## src/rtl/pipe5_pkg.sv

```systemverilog
// Shared opcode/funct constants, ALU operation enum and ID-stage control bundle
// for the five-stage core.
package pipe5_pkg;

  localparam logic [5:0] OP_RTYPE = 6'b000000;
  localparam logic [5:0] OP_ADDI  = 6'b001000;
  localparam logic [5:0] OP_LW    = 6'b100011;
  localparam logic [5:0] OP_SW    = 6'b101011;
  localparam logic [5:0] OP_BEQ   = 6'b000100;

  localparam logic [5:0] FN_ADD = 6'b100000;
  localparam logic [5:0] FN_SUB = 6'b100010;
  localparam logic [5:0] FN_AND = 6'b100100;
  localparam logic [5:0] FN_OR  = 6'b100101;
  localparam logic [5:0] FN_SLT = 6'b101010;

  typedef enum logic [2:0] {
    ALU_ADD,
    ALU_SUB,
    ALU_AND,
    ALU_OR,
    ALU_SLT,
    ALU_PASS
  } alu_op_e;

  // Width-independent control decoded in ID; data-carrying stage records are
  // declared in the core where the width parameters are known.
  typedef struct packed {
    logic    wen;
    logic    mem_rd;
    logic    mem_wr;
    logic    is_br;
    logic    use_imm;
    alu_op_e alu_op;
  } id_ctrl_t;

endpackage

```

## src/rtl/pipe5_bypass_regfile.sv

```systemverilog
// 2^ASIZE x DSIZE register file, two read ports, one write port, with
// write-through bypass to same-cycle reads; register 0 always reads zero.
module pipe5_bypass_regfile #(
  parameter int DSIZE = 32,
  parameter int ASIZE = 5
) (
  input  logic             clk,
  input  logic             rst_n,
  input  logic [ASIZE-1:0] raddr_a,
  output logic [DSIZE-1:0] rdata_a,
  input  logic [ASIZE-1:0] raddr_b,
  output logic [DSIZE-1:0] rdata_b,
  input  logic             wen,
  input  logic [ASIZE-1:0] waddr,
  input  logic [DSIZE-1:0] wdata
);

  localparam int NREG = 1 << ASIZE;

  logic [DSIZE-1:0] regs [NREG];

  always_ff @(posedge clk or negedge rst_n) begin
    if (!rst_n) begin
      for (int i = 0; i < NREG; i++) regs[i] <= '0;
    end else if (wen && waddr != '0) begin
      regs[waddr] <= wdata;
    end
  end

  always_comb begin
    rdata_a = '0;
    rdata_b = '0;
    if (raddr_a != '0) rdata_a = (wen && waddr == raddr_a) ? wdata : regs[raddr_a];
    if (raddr_b != '0) rdata_b = (wen && waddr == raddr_b) ? wdata : regs[raddr_b];
  end

endmodule

```

## src/rtl/pipe5_fwd_core.sv

```systemverilog
// Five-stage IF/ID/EXE/MEM/WB integer core with branch flush in EXE.
// PIPE_FWD_EN selects operand forwarding + 1-cycle load-use interlock; otherwise RAW stalls.
module pipe5_fwd_core
  import pipe5_pkg::*;
#(
  parameter int DSIZE = 32,
  parameter int ASIZE = 5,
  parameter int ISIZE = 32
) (
  input  logic             clk,
  input  logic             rst,
  output logic [ISIZE-1:0] imem_addr,
  input  logic [31:0]      imem_rdata,
  output logic [DSIZE-1:0] dmem_addr,
  output logic [DSIZE-1:0] dmem_wdata,
  output logic             dmem_wen,
  output logic             dmem_ren,
  input  logic [DSIZE-1:0] dmem_rdata,
  output logic             wb_wen,
  output logic [ASIZE-1:0] wb_waddr,
  output logic [DSIZE-1:0] wb_wdata,
  output logic             stall,
  output logic             flush
);

  typedef struct packed {
    logic             v;
    logic [ISIZE-1:0] pc;
    logic [31:0]      instr;
  } ifid_t;

  typedef struct packed {
    logic             v;
    id_ctrl_t         ctrl;
    logic [ISIZE-1:0] pc;
    logic [15:0]      imm;
    logic [DSIZE-1:0] a;
    logic [DSIZE-1:0] b;
    logic [ASIZE-1:0] waddr;
  } idex_t;

  typedef struct packed {
    logic             v;
    logic             wen;
    logic             mem_rd;
    logic             mem_wr;
    logic [ASIZE-1:0] waddr;
    logic [DSIZE-1:0] alu;
    logic [DSIZE-1:0] sdata;
  } exmem_t;

  typedef struct packed {
    logic             v;
    logic             wen;
    logic [ASIZE-1:0] waddr;
    logic [DSIZE-1:0] wdata;
  } memwb_t;

  logic [ISIZE-1:0] pc;
  ifid_t  ifid;
  idex_t  idex;
  exmem_t exmem;
  memwb_t memwb;

  logic [ASIZE-1:0] id_rs, id_rt, id_waddr;
  logic [DSIZE-1:0] id_a, id_b;
  id_ctrl_t         id_ctrl;
  logic [DSIZE-1:0] ex_a, ex_b, ex_b_op, ex_imm, ex_res;
  logic             br_taken, hazard;
  logic [ISIZE-1:0] br_target;

  assign id_rs = ASIZE'(ifid.instr[25:21]);
  assign id_rt = ASIZE'(ifid.instr[20:16]);

  always_comb begin
    id_ctrl.wen     = 1'b0;
    id_ctrl.mem_rd  = 1'b0;
    id_ctrl.mem_wr  = 1'b0;
    id_ctrl.is_br   = 1'b0;
    id_ctrl.use_imm = 1'b0;
    id_ctrl.alu_op  = ALU_ADD;
    id_waddr        = id_rt;
    case (ifid.instr[31:26])
      OP_RTYPE: begin
        id_waddr    = ASIZE'(ifid.instr[15:11]);
        id_ctrl.wen = 1'b1;
        case (ifid.instr[5:0])
          FN_ADD:  id_ctrl.alu_op = ALU_ADD;
          FN_SUB:  id_ctrl.alu_op = ALU_SUB;
          FN_AND:  id_ctrl.alu_op = ALU_AND;
          FN_OR:   id_ctrl.alu_op = ALU_OR;
          FN_SLT:  id_ctrl.alu_op = ALU_SLT;
          default: id_ctrl.wen    = 1'b0;
        endcase
      end
      OP_ADDI: begin
        id_ctrl.wen     = 1'b1;
        id_ctrl.use_imm = 1'b1;
      end
      OP_LW: begin
        id_ctrl.wen     = 1'b1;
        id_ctrl.mem_rd  = 1'b1;
        id_ctrl.use_imm = 1'b1;
      end
      OP_SW: begin
        id_ctrl.mem_wr  = 1'b1;
        id_ctrl.use_imm = 1'b1;
      end
      OP_BEQ:  id_ctrl.is_br = 1'b1;
      default: ;
    endcase
    // r0 writes are dropped at decode so they never retire or forward
    if (id_waddr == '0) id_ctrl.wen = 1'b0;
  end

  pipe5_bypass_regfile #(.DSIZE(DSIZE), .ASIZE(ASIZE)) u_rf (
    .clk     (clk),
    .rst_n   (rst),
    .raddr_a (id_rs),
    .rdata_a (id_a),
    .raddr_b (id_rt),
    .rdata_b (id_b),
    .wen     (wb_wen),
    .waddr   (wb_waddr),
    .wdata   (wb_wdata)
  );

`ifdef PIPE_FWD_EN
  logic [ASIZE-1:0] idex_rs, idex_rt;

  always_ff @(posedge clk or negedge rst) begin
    if (!rst) begin
      idex_rs <= '0;
      idex_rt <= '0;
    end else begin
      idex_rs <= id_rs;
      idex_rt <= id_rt;
    end
  end

  // MEM/WB applied first so the younger EXE/MEM result overrides it
  always_comb begin
    ex_a = idex.a;
    ex_b = idex.b;
    if (memwb.v && memwb.wen && memwb.waddr != '0) begin
      if (memwb.waddr == idex_rs) ex_a = memwb.wdata;
      if (memwb.waddr == idex_rt) ex_b = memwb.wdata;
    end
    if (exmem.v && exmem.wen && exmem.waddr != '0) begin
      if (exmem.waddr == idex_rs) ex_a = exmem.alu;
      if (exmem.waddr == idex_rt) ex_b = exmem.alu;
    end
  end

  assign hazard = ifid.v && idex.v && idex.ctrl.mem_rd &&
                  (idex_rt == id_rs || idex_rt == id_rt);
`else
  assign ex_a = idex.a;
  assign ex_b = idex.b;

  assign hazard = ifid.v &&
    ((idex.v && idex.ctrl.wen && idex.waddr != '0 &&
      (idex.waddr == id_rs || idex.waddr == id_rt)) ||
     (exmem.v && exmem.wen && exmem.waddr != '0 &&
      (exmem.waddr == id_rs || exmem.waddr == id_rt)));
`endif

  assign ex_imm  = DSIZE'($signed(idex.imm));
  assign ex_b_op = idex.ctrl.use_imm ? ex_imm : ex_b;

  always_comb begin
    case (idex.ctrl.alu_op)
      ALU_ADD: ex_res = ex_a + ex_b_op;
      ALU_SUB: ex_res = ex_a - ex_b_op;
      ALU_AND: ex_res = ex_a & ex_b_op;
      ALU_OR:  ex_res = ex_a | ex_b_op;
      ALU_SLT: ex_res = ($signed(ex_a) < $signed(ex_b_op)) ? DSIZE'(1) : '0;
      default: ex_res = ex_b_op;
    endcase
  end

  assign br_taken  = idex.v && idex.ctrl.is_br && (ex_a == ex_b);
  assign br_target = idex.pc + ISIZE'(1) + ISIZE'($signed(idex.imm));
  assign flush     = br_taken;
  assign stall     = hazard && !br_taken;

  always_ff @(posedge clk or negedge rst) begin
    if (!rst) begin
      pc    <= '0;
      ifid  <= '0;
      idex  <= '0;
      exmem <= '0;
      memwb <= '0;
    end else begin
      if (br_taken)    pc <= br_target;
      else if (!stall) pc <= pc + ISIZE'(1);

      if (br_taken)    ifid.v <= 1'b0;
      else if (!stall) ifid   <= '{v: 1'b1, pc: pc, instr: imem_rdata};

      if (br_taken || stall) idex.v <= 1'b0;
      else idex <= '{v: ifid.v, ctrl: id_ctrl, pc: ifid.pc, imm: ifid.instr[15:0],
                     a: id_a, b: id_b, waddr: id_waddr};

      exmem <= '{v: idex.v, wen: idex.ctrl.wen, mem_rd: idex.ctrl.mem_rd,
                 mem_wr: idex.ctrl.mem_wr, waddr: idex.waddr, alu: ex_res, sdata: ex_b};

      memwb <= '{v: exmem.v, wen: exmem.wen, waddr: exmem.waddr,
                 wdata: exmem.mem_rd ? dmem_rdata : exmem.alu};
    end
  end

  assign imem_addr  = pc;
  assign dmem_addr  = exmem.alu;
  assign dmem_wdata = exmem.sdata;
  assign dmem_wen   = exmem.v && exmem.mem_wr;
  assign dmem_ren   = exmem.v && exmem.mem_rd;
  assign wb_wen     = memwb.v && memwb.wen;
  assign wb_waddr   = memwb.waddr;
  assign wb_wdata   = memwb.wdata;

endmodule

```

## config.mk

```make
export PLATFORM = sky130hd
export DESIGN_NAME = pipe5_fwd_core
export DESIGN_NICKNAME = d
export VERILOG_FILES = /design/src/rtl/pipe5_pkg.sv /design/src/rtl/pipe5_bypass_regfile.sv /design/src/rtl/pipe5_fwd_core.sv
export SDC_FILE = /design/constraint.sdc
export NUM_CORES = 2
export LEC_CHECK = 0
export CAP_MARGIN = 40
export CORE_ASPECT_RATIO = 1.5
export CORE_MARGIN = 1
export CORE_UTILIZATION = 45
export CTS_BUF_LIST = sky130_fd_sc_hd__clkbuf_8 sky130_fd_sc_hd__clkbuf_16
export DETAILED_ROUTE_END_ITERATION = 10
export PLACE_DENSITY = 0.62
export SETUP_SLACK_MARGIN = 0.4
export SKIP_LAST_GASP = 1
export SYNTH_ARGS = -nofsm -noshare
export SYNTH_HDL_FRONTEND = slang
export SYNTH_SLANG_ARGS = --single-unit
```

## constraint.sdc

```tcl
create_clock -name clk -period 4.2 [get_ports clk]
set_clock_uncertainty 0.15 [all_clocks]
set_input_delay 0.42 -clock clk [delete_from_list [all_inputs] [get_ports clk]]
set_output_delay 0.42 -clock clk [all_outputs]
set_load 0.03 [all_outputs]
```

# Word level (Yosys, flattened, before mapping)
# Cells that the tools add are included.
[word_totals]
ff_bits = 1359
input_bits = 66
elab_cells = 163
[classes]
add_sub_neg = 5
n_lt_le_gt_ge = 5
eq_ne = 21
n_mux = 32
bitwise_logic = 7
n_reduce_logical = 34
[ops]
columns = ["operator", "count"]
rows = [
  ["1024-bit bitwise mux", 1],
  ["32-bit two-way mux", 13],
  ["32-bit binary-select mux with 5-bit select", 2],
  ["32-bit demux with 5-bit select", 1],
  ["32-bit one-hot mux with 5 select lines", 1],
  ["65-bit two-way mux", 1],
  ["32-bit by 1-bit adder with 32-bit output (second input constant)", 2],
  ["32-bit adder", 2],
  ["6-bit == test (second input constant)", 7],
  ["32-bit bitwise AND", 1],
  ["32-bit == test", 1],
  ["32-bit less-than comparator", 1],
  ["32-bit bitwise OR", 1],
  ["32-bit subtractor", 1],
  ["5-bit == test", 6],
  ["5-bit nonzero test", 5],
  ["6-bit greater-or-equal comparator (second input constant)", 3],
  ["5-bit inverter with 6-bit output", 3],
  ["1-bit logical AND", 17],
  ["3-bit one-hot mux with 4 select lines", 1],
  ["1-bit two-way mux", 9],
  ["3-bit by 2-bit == test with 1-bit output (second input constant)", 2],
  ["6-bit by 3-bit == test with 1-bit output (second input constant)", 1],
  ["6-bit by 4-bit == test with 1-bit output (second input constant)", 1],
  ["17 further kinds", 21],
]

# Logic depth before layout (Yosys ltp)
[logic_depth]
ltp_word = 8
ltp_mapped = 16
ltp_nobuf = 14

# By module
# Synthesis repeated with hierarchy kept, for this count alone.
[hier_totals]
hier_cells = 5919
hier_area_um2 = 75814.0
[by_module_without_submodules]
columns = ["mod", "n_inst", "cells_per_inst", "area_each_um2"]
rows = [
  ["pipe5_bypass_regfile", 1, 3833, 55105.4],
  ["pipe5_fwd_core", 1, 2086, 20708.6],
]

# Worst setup path before layout
# OpenSTA, ideal clock, no wires.
[synth_timing]
path_kind = "register -> register"
start = "register idex[120] (netlist bit)"
end = "register exmem (netlist bit dmem_addr[26])"
setup_time_ps = 140
t_arrival_ps = 3727
required_time_ps = 3910
path_slack_ps = 183
path_stages_with_launch = 16
n_path_buf = 2
synth_period_minus_slack_ps = 4017
cell_sequence = "dfrtp_1 -> clkbuf_1 -> clkbuf_1 -> mux2_2 -> ha_1 -> fa_1 -> o21ba_2 -> or4_1 -> a21oi_1 -> nand3b_4 -> a211o_1 -> a211o_1 -> a31oi_1 -> o22ai_1 -> mux2i_1 -> a221oi_1"
[synth_between]
elab_chain_cells = 3
word_cells_on_any_way = 6
[synth_lines]
columns = ["item", "line_no", "rtl"]
rows = [
  ["start: declaration", "pipe5_fwd_core.sv:61", "idex_t idex;"],
  ["start signal: assignment", "pipe5_fwd_core.sv:202", "else idex <= '{v: ifid.v, ctrl: id_ctrl, pc: ifid.pc, imm: ifid.instr[15:0],"],
  ["32-bit two-way mux *", "pipe5_fwd_core.sv:169", "assign ex_b_op = idex.ctrl.use_imm ? ex_imm : ex_b;"],
  ["32-bit subtractor, or another cell as far along", "pipe5_fwd_core.sv:174", "ALU_SUB: ex_res = ex_a - ex_b_op;"],
  ["32-bit one-hot mux with 5 select lines *", "pipe5_fwd_core.sv:172", "case (idex.ctrl.alu_op)"],
  ["named net ex_res[26]", "pipe5_fwd_core.sv:68", "logic [DSIZE-1:0] ex_a, ex_b, ex_b_op, ex_imm, ex_res;"],
  ["end signal: assignment", "pipe5_fwd_core.sv:205", "exmem <= '{v: idex.v, wen: idex.ctrl.wen, mem_rd: idex.ctrl.mem_rd,"],
  ["end: declaration", "pipe5_fwd_core.sv:62", "exmem_t exmem;"],
]
# Mark *: on every way through the listed nets, which the timed path passes. The rest lies on a longest branch.
# A chain may end at the register's enable or synchronous reset.

# Worst setup path in the final report
[layout_timing]
start = "register idex[120] (netlist bit)"
end = "register exmem (netlist bit dmem_addr[0])"
[layout_between]
elab_chain_cells = 4
word_cells_on_any_way = 8
[layout_lines]
columns = ["item", "line_no", "rtl"]
rows = [
  ["32-bit two-way mux *", "pipe5_fwd_core.sv:169", ""],
  ["32-bit less-than comparator", "pipe5_fwd_core.sv:177", "ALU_SLT: ex_res = ($signed(ex_a) < $signed(ex_b_op)) ? DSIZE'(1) : '0;"],
  ["1-bit two-way mux", "pipe5_fwd_core.sv:177", ""],
  ["32-bit one-hot mux with 5 select lines *", "pipe5_fwd_core.sv:172", ""],
  ["named net ex_res[0]", "pipe5_fwd_core.sv:68", ""],
]
# Marks and branches as above.

==> implementation parameters <==
Parameter                              Value

Place
  Placer congestion estimate    0.9952
  HPWL after detailed placement    ~160 mm
  I/O Buffers    around 200
  Number of placed instances, taps included    8126
  Worst setup timing slack at the placement stage    -0.1302 ns

Critical path
  Peak fanout along the critical path    6
  Kind of critical path    flip-flop to flip-flop
  Register-to-Register Setup Slack    just over 0.3 ns
  Source of the worst register-to-register timing path    idex[120]
  Worst R2R Path Depth    15
  Worst R2R End    dmem_addr[0]
  Required time of the critical path    between 4 and 5 ns
  Worst path most repeated cell    sky130_fd_sc_hd__buf_4
  Slowest CP cell    sky130_fd_sc_hd__dfrtp_1
  Worst setup path start    idex[120]
  Capturing element type of the critical path    flip-flop
  Arrival time worst endpoint    about 4.5 ns
  Timing endpoint of the critical path    dmem_addr[0]
  Critical Path Start Type    flip-flop
  CP max stage delay    between 0.4 and 0.5 ns
  Cells along the critical path    buf_12 > buf_6 > mux2i_4 > buf_4 > ha_2 > a221oi_2 > buf_4 > a21oi_4 > nand3b_4 > a211o_1 > a211o_4 > a211oi_4 > o31ai_2 > a2111o_1 > a21oi_1

Clock tree
  CTS buffer count    ~130
  Number of sinks handled by clock tree synthesis    around 1400
  Clock H-tree levels    4
  TritonCTS clock tree    done
  Clock transition at the registers of the reported paths    about 0.06 ns
  Number of buffers on the longest clock path    3
  Clk root buf    sky130_fd_sc_hd__clkbuf_16
  Clock latency reported for the late side of the worst-skew pair    0.80 ns

Cells and area
  Most used cells in the layout excluding fill and tap cells    sky130_fd_sc_hd__dfrtp_1 (1346), sky130_fd_sc_hd__mux2_2 (1025), sky130_fd_sc_hd__nand2_1 (466)
  Total number of nets in the final design    between 6000 and 7000
  Number of fillers in the final layout    14140
  Final core utilization    a little over half
  Final cell count without fillers    8401
  Most common library cell in the layout ignoring fill and taps    sky130_fd_sc_hd__dfrtp_1
  Area growth, synth to finish    15.04%
  Layout cells sized above 1    a little over a third

Yosys
  Net Count, Synth    approximately 6200
  Number of enable flip-flop cells after synthesis    0
  Synth top area share    between 40% and 50%
  Leading post-synthesis cells by cell area    sky130_fd_sc_hd__dfrtp_1 (45%), sky130_fd_sc_hd__mux2_2 (15%), sky130_fd_sc_hd__mux4_2 (14%), sky130_fd_sc_hd__mux2i_1 (3.8%), sky130_fd_sc_hd__nand2_1 (2.4%)
  Fraction of the yosys area taken by sequential cells    approximately 45%
  Cell count after synthesis    6007
  Yosys warns    0
  Main flop type after synthesis    sky130_fd_sc_hd__dfrtp_1
  Flip-flop and latch count after synthesis    approximately 1400
  Share of synthesized registers carrying an async set or reset    100.0%
  Synth Cell Area    75130 sq um
  Cell taking the most area after synthesis    sky130_fd_sc_hd__dfrtp_1
  Per-instance average area after synthesis    12.51 sq um
  Netlist cell types    75

Floorplanning
  Die span in x    roughly 340 um
  I/O pin count    around 200
  Die Footprint    168600 sq um
  Starting Density    45.32%
  Height of the die    about 500 um
  Placement row count    183
  Area of the core    165800 sq um

Power
  Total design power    approximately 0.032 W
  Worst IR drop on VDD    0.0003651 V
  PwrDens    ~370 nW/um^2
  Static Leak    approximately 40 nW

Drt
  DR WL met3    between 10 and 15 mm
  Initial drt markers    3529
  Routed length on met1    91.22 mm
  Number of routed nets with antenna violations    0
  Routed length per instance    just under 30 um
  Vias after detailed routing    between 50000 and 60000
  Highest signal layer in the routed design    met4
  Detailed route wirelength on metal2    between 100 and 150 mm
  Initial DRT Pass Iterations    6
  Vias per Instance    between 6 and 7
  DRC Markers    0
  Final wirelength    ~250 mm

Timing
  Max Slew Vio Count    0
  Transition time of the tightest slew-check pin    approximately 0.97 ns
  Timing-limited maximum frequency    approximately 260 MHz
  Final critical-path share of the clock period    92.72%
  Max transition margin    35.17%
  Total of endpoints with negative setup slack in the final report    0
  Minimum clock period after layout    just under 4 ns
  Number of hold violations in the final report    0
  Unrepaired setup endpoints after global routing    true
  Min setup slack post-route    a little over 0.3 ns

Flow run
  Max Cap Violations    0

GRT
  First-pass GRT wire length    362.5 mm
  Vias in the first global route    around 55000
  Overflow after GRT    0
  Total GRT Usage    29.22%
  Initial antenna violation count    5
  Pin count of the biggest net entering global routing    approximately 130

Outcome
  Run status    finished, final reports clean

Worst hold path
  Hold crit path type    input port to flip-flop
worst min-delay path by stage:
| stage | startpoint | endpoint | slack (ns) | depth (start not counted) |
|---|---|---|---|---|
| 2_1_floorplan | rst | dmem_addr[0] | -0.03 | 0 |
| 3_3_place_gp | idex[123] | exmem[70] | 0.21 | 0 |
| 3_5_place_dp | idex[123] | exmem[70] | 0.21 | 0 |
| 4_1_cts | imem_rdata[10] | ifid[10] | 0.0006 | 3 |
| 5_1_grt | imem_rdata[23] | id_rs[2] | 0.04 | 3 |
| 6_report | imem_rdata[23] | id_rs[2] | 0.02 | 3 |
Yosys cell counts, types with 12 or more instances:
library cell and count:
sky130_fd_sc_hd__dfrtp_1 1359, sky130_fd_sc_hd__mux2_2 1028, sky130_fd_sc_hd__nand2_1 479, sky130_fd_sc_hd__mux4_2 454, sky130_fd_sc_hd__clkbuf_1 382, sky130_fd_sc_hd__nor2_1 291
sky130_fd_sc_hd__mux2i_1 284, sky130_fd_sc_hd__a221oi_1 201, sky130_fd_sc_hd__o21ai_0 174, sky130_fd_sc_hd__a21oi_1 172, sky130_fd_sc_hd__ha_1 143, sky130_fd_sc_hd__inv_1 121
sky130_fd_sc_hd__buf_4 106, sky130_fd_sc_hd__buf_1 103, sky130_fd_sc_hd__o211ai_1 88, sky130_fd_sc_hd__xnor2_1 78, sky130_fd_sc_hd__xor2_1 65, sky130_fd_sc_hd__buf_2 57
sky130_fd_sc_hd__nand3_1 44, sky130_fd_sc_hd__nor3_1 38, sky130_fd_sc_hd__a21o_1 37, sky130_fd_sc_hd__a22o_1 26, sky130_fd_sc_hd__nand4_1 18, sky130_fd_sc_hd__nor2b_1 17
sky130_fd_sc_hd__a21boi_0 16, sky130_fd_sc_hd__and3_1 16, sky130_fd_sc_hd__nand2b_1 14, sky130_fd_sc_hd__and2_1 13, sky130_fd_sc_hd__a211oi_1 12, sky130_fd_sc_hd__nor4_1 12
flip-flops by register name, summed over array words and instances (netlist names):
signal	count
dmem_addr	32
dmem_wdata	32
ex_a	32
ex_b	32
ex_imm	16
exmem	9
id_rs	5
id_rt	5
idex	46
ifid	55
imem_addr	32
memwb	2
u_rf.regs	1024
wb_waddr	5
wb_wdata	32
area by class of cell:
class	count	area, sq um	share of cell area (%)
Clock buffer	167	3864	4.471
Multi-Input combinational cell	3874	38560	44.62
Antenna cell	5	12.51	0.01448
Sequential cell	1359	34040	39.39
Tap cell	2220	2778	3.214
Inverter	126	484.2	0.5603
Clock inverter	78	805.8	0.9323
Timing Repair Buffer	572	5876	6.799
power by group:
group          total [W]  internal (W)  switching [W]
logic            0.00509       0.00196        0.00313
registers         0.0140        0.0136       0.000489
clock network     0.0129       0.00740        0.00548
routing by layer:
metal,vias to the layer above,track usage (%)
met1,27440,34.12
met2,1852,50.15
met4,0,18.95
met5,-,0
met3,702,4.277
li1,22240,-
stage by stage:
step	instance area, sq um	hold WS, ns	TNS, ns
3_5_place_dp	80940	0.2088	-0.3385
4_1_cts	86160	0.0005816	0
6_report	86430	0.02318	0
3_3_place_gp	80880	0.2104	-0.3057
5_1_grt	86420	0.03794	0
2_1_floorplan	75140	-0.02559	0
cell families (layout without fill, tap and decap cells):
family / Yosys count / count (layout) / synth area share [%]
other: 0 / 5 / 0
xor gates and xnor gates: 143 / 143 / 1.667
buffers and inverters: 774 / 943 / 4.492
and+or+nand+nor: 981 / 981 / 5.557
AOI/OAI and AO/OA: 838 / 838 / 7.756
DFF: 1359 / 1359 / 45.27
muxes: 1766 / 1766 / 32.80
adders and majority gates: 146 / 146 / 2.461
repair_timing:
item	CTS	global route
hold buffers	8	0
endpoints found under the hold margin	111	0
buffers inserted	9	8
pin swaps	27	25
resized for setup	80	39
endpoints found under the setup margin	19	22
critical path: cells and delay by family (launching register included):
kind                     cells  cell delay (ns)
buffers and inverters        4             0.66
multiplexers                 1             0.19
adder cells (fa/ha/maj)      1             0.21
AO/OA/AOI/OAI                8             1.99
AND/OR/NAND/NOR              1             0.19
flip-flops                   1             0.42
No activity file was read; power rests on OpenSTA's default activity.
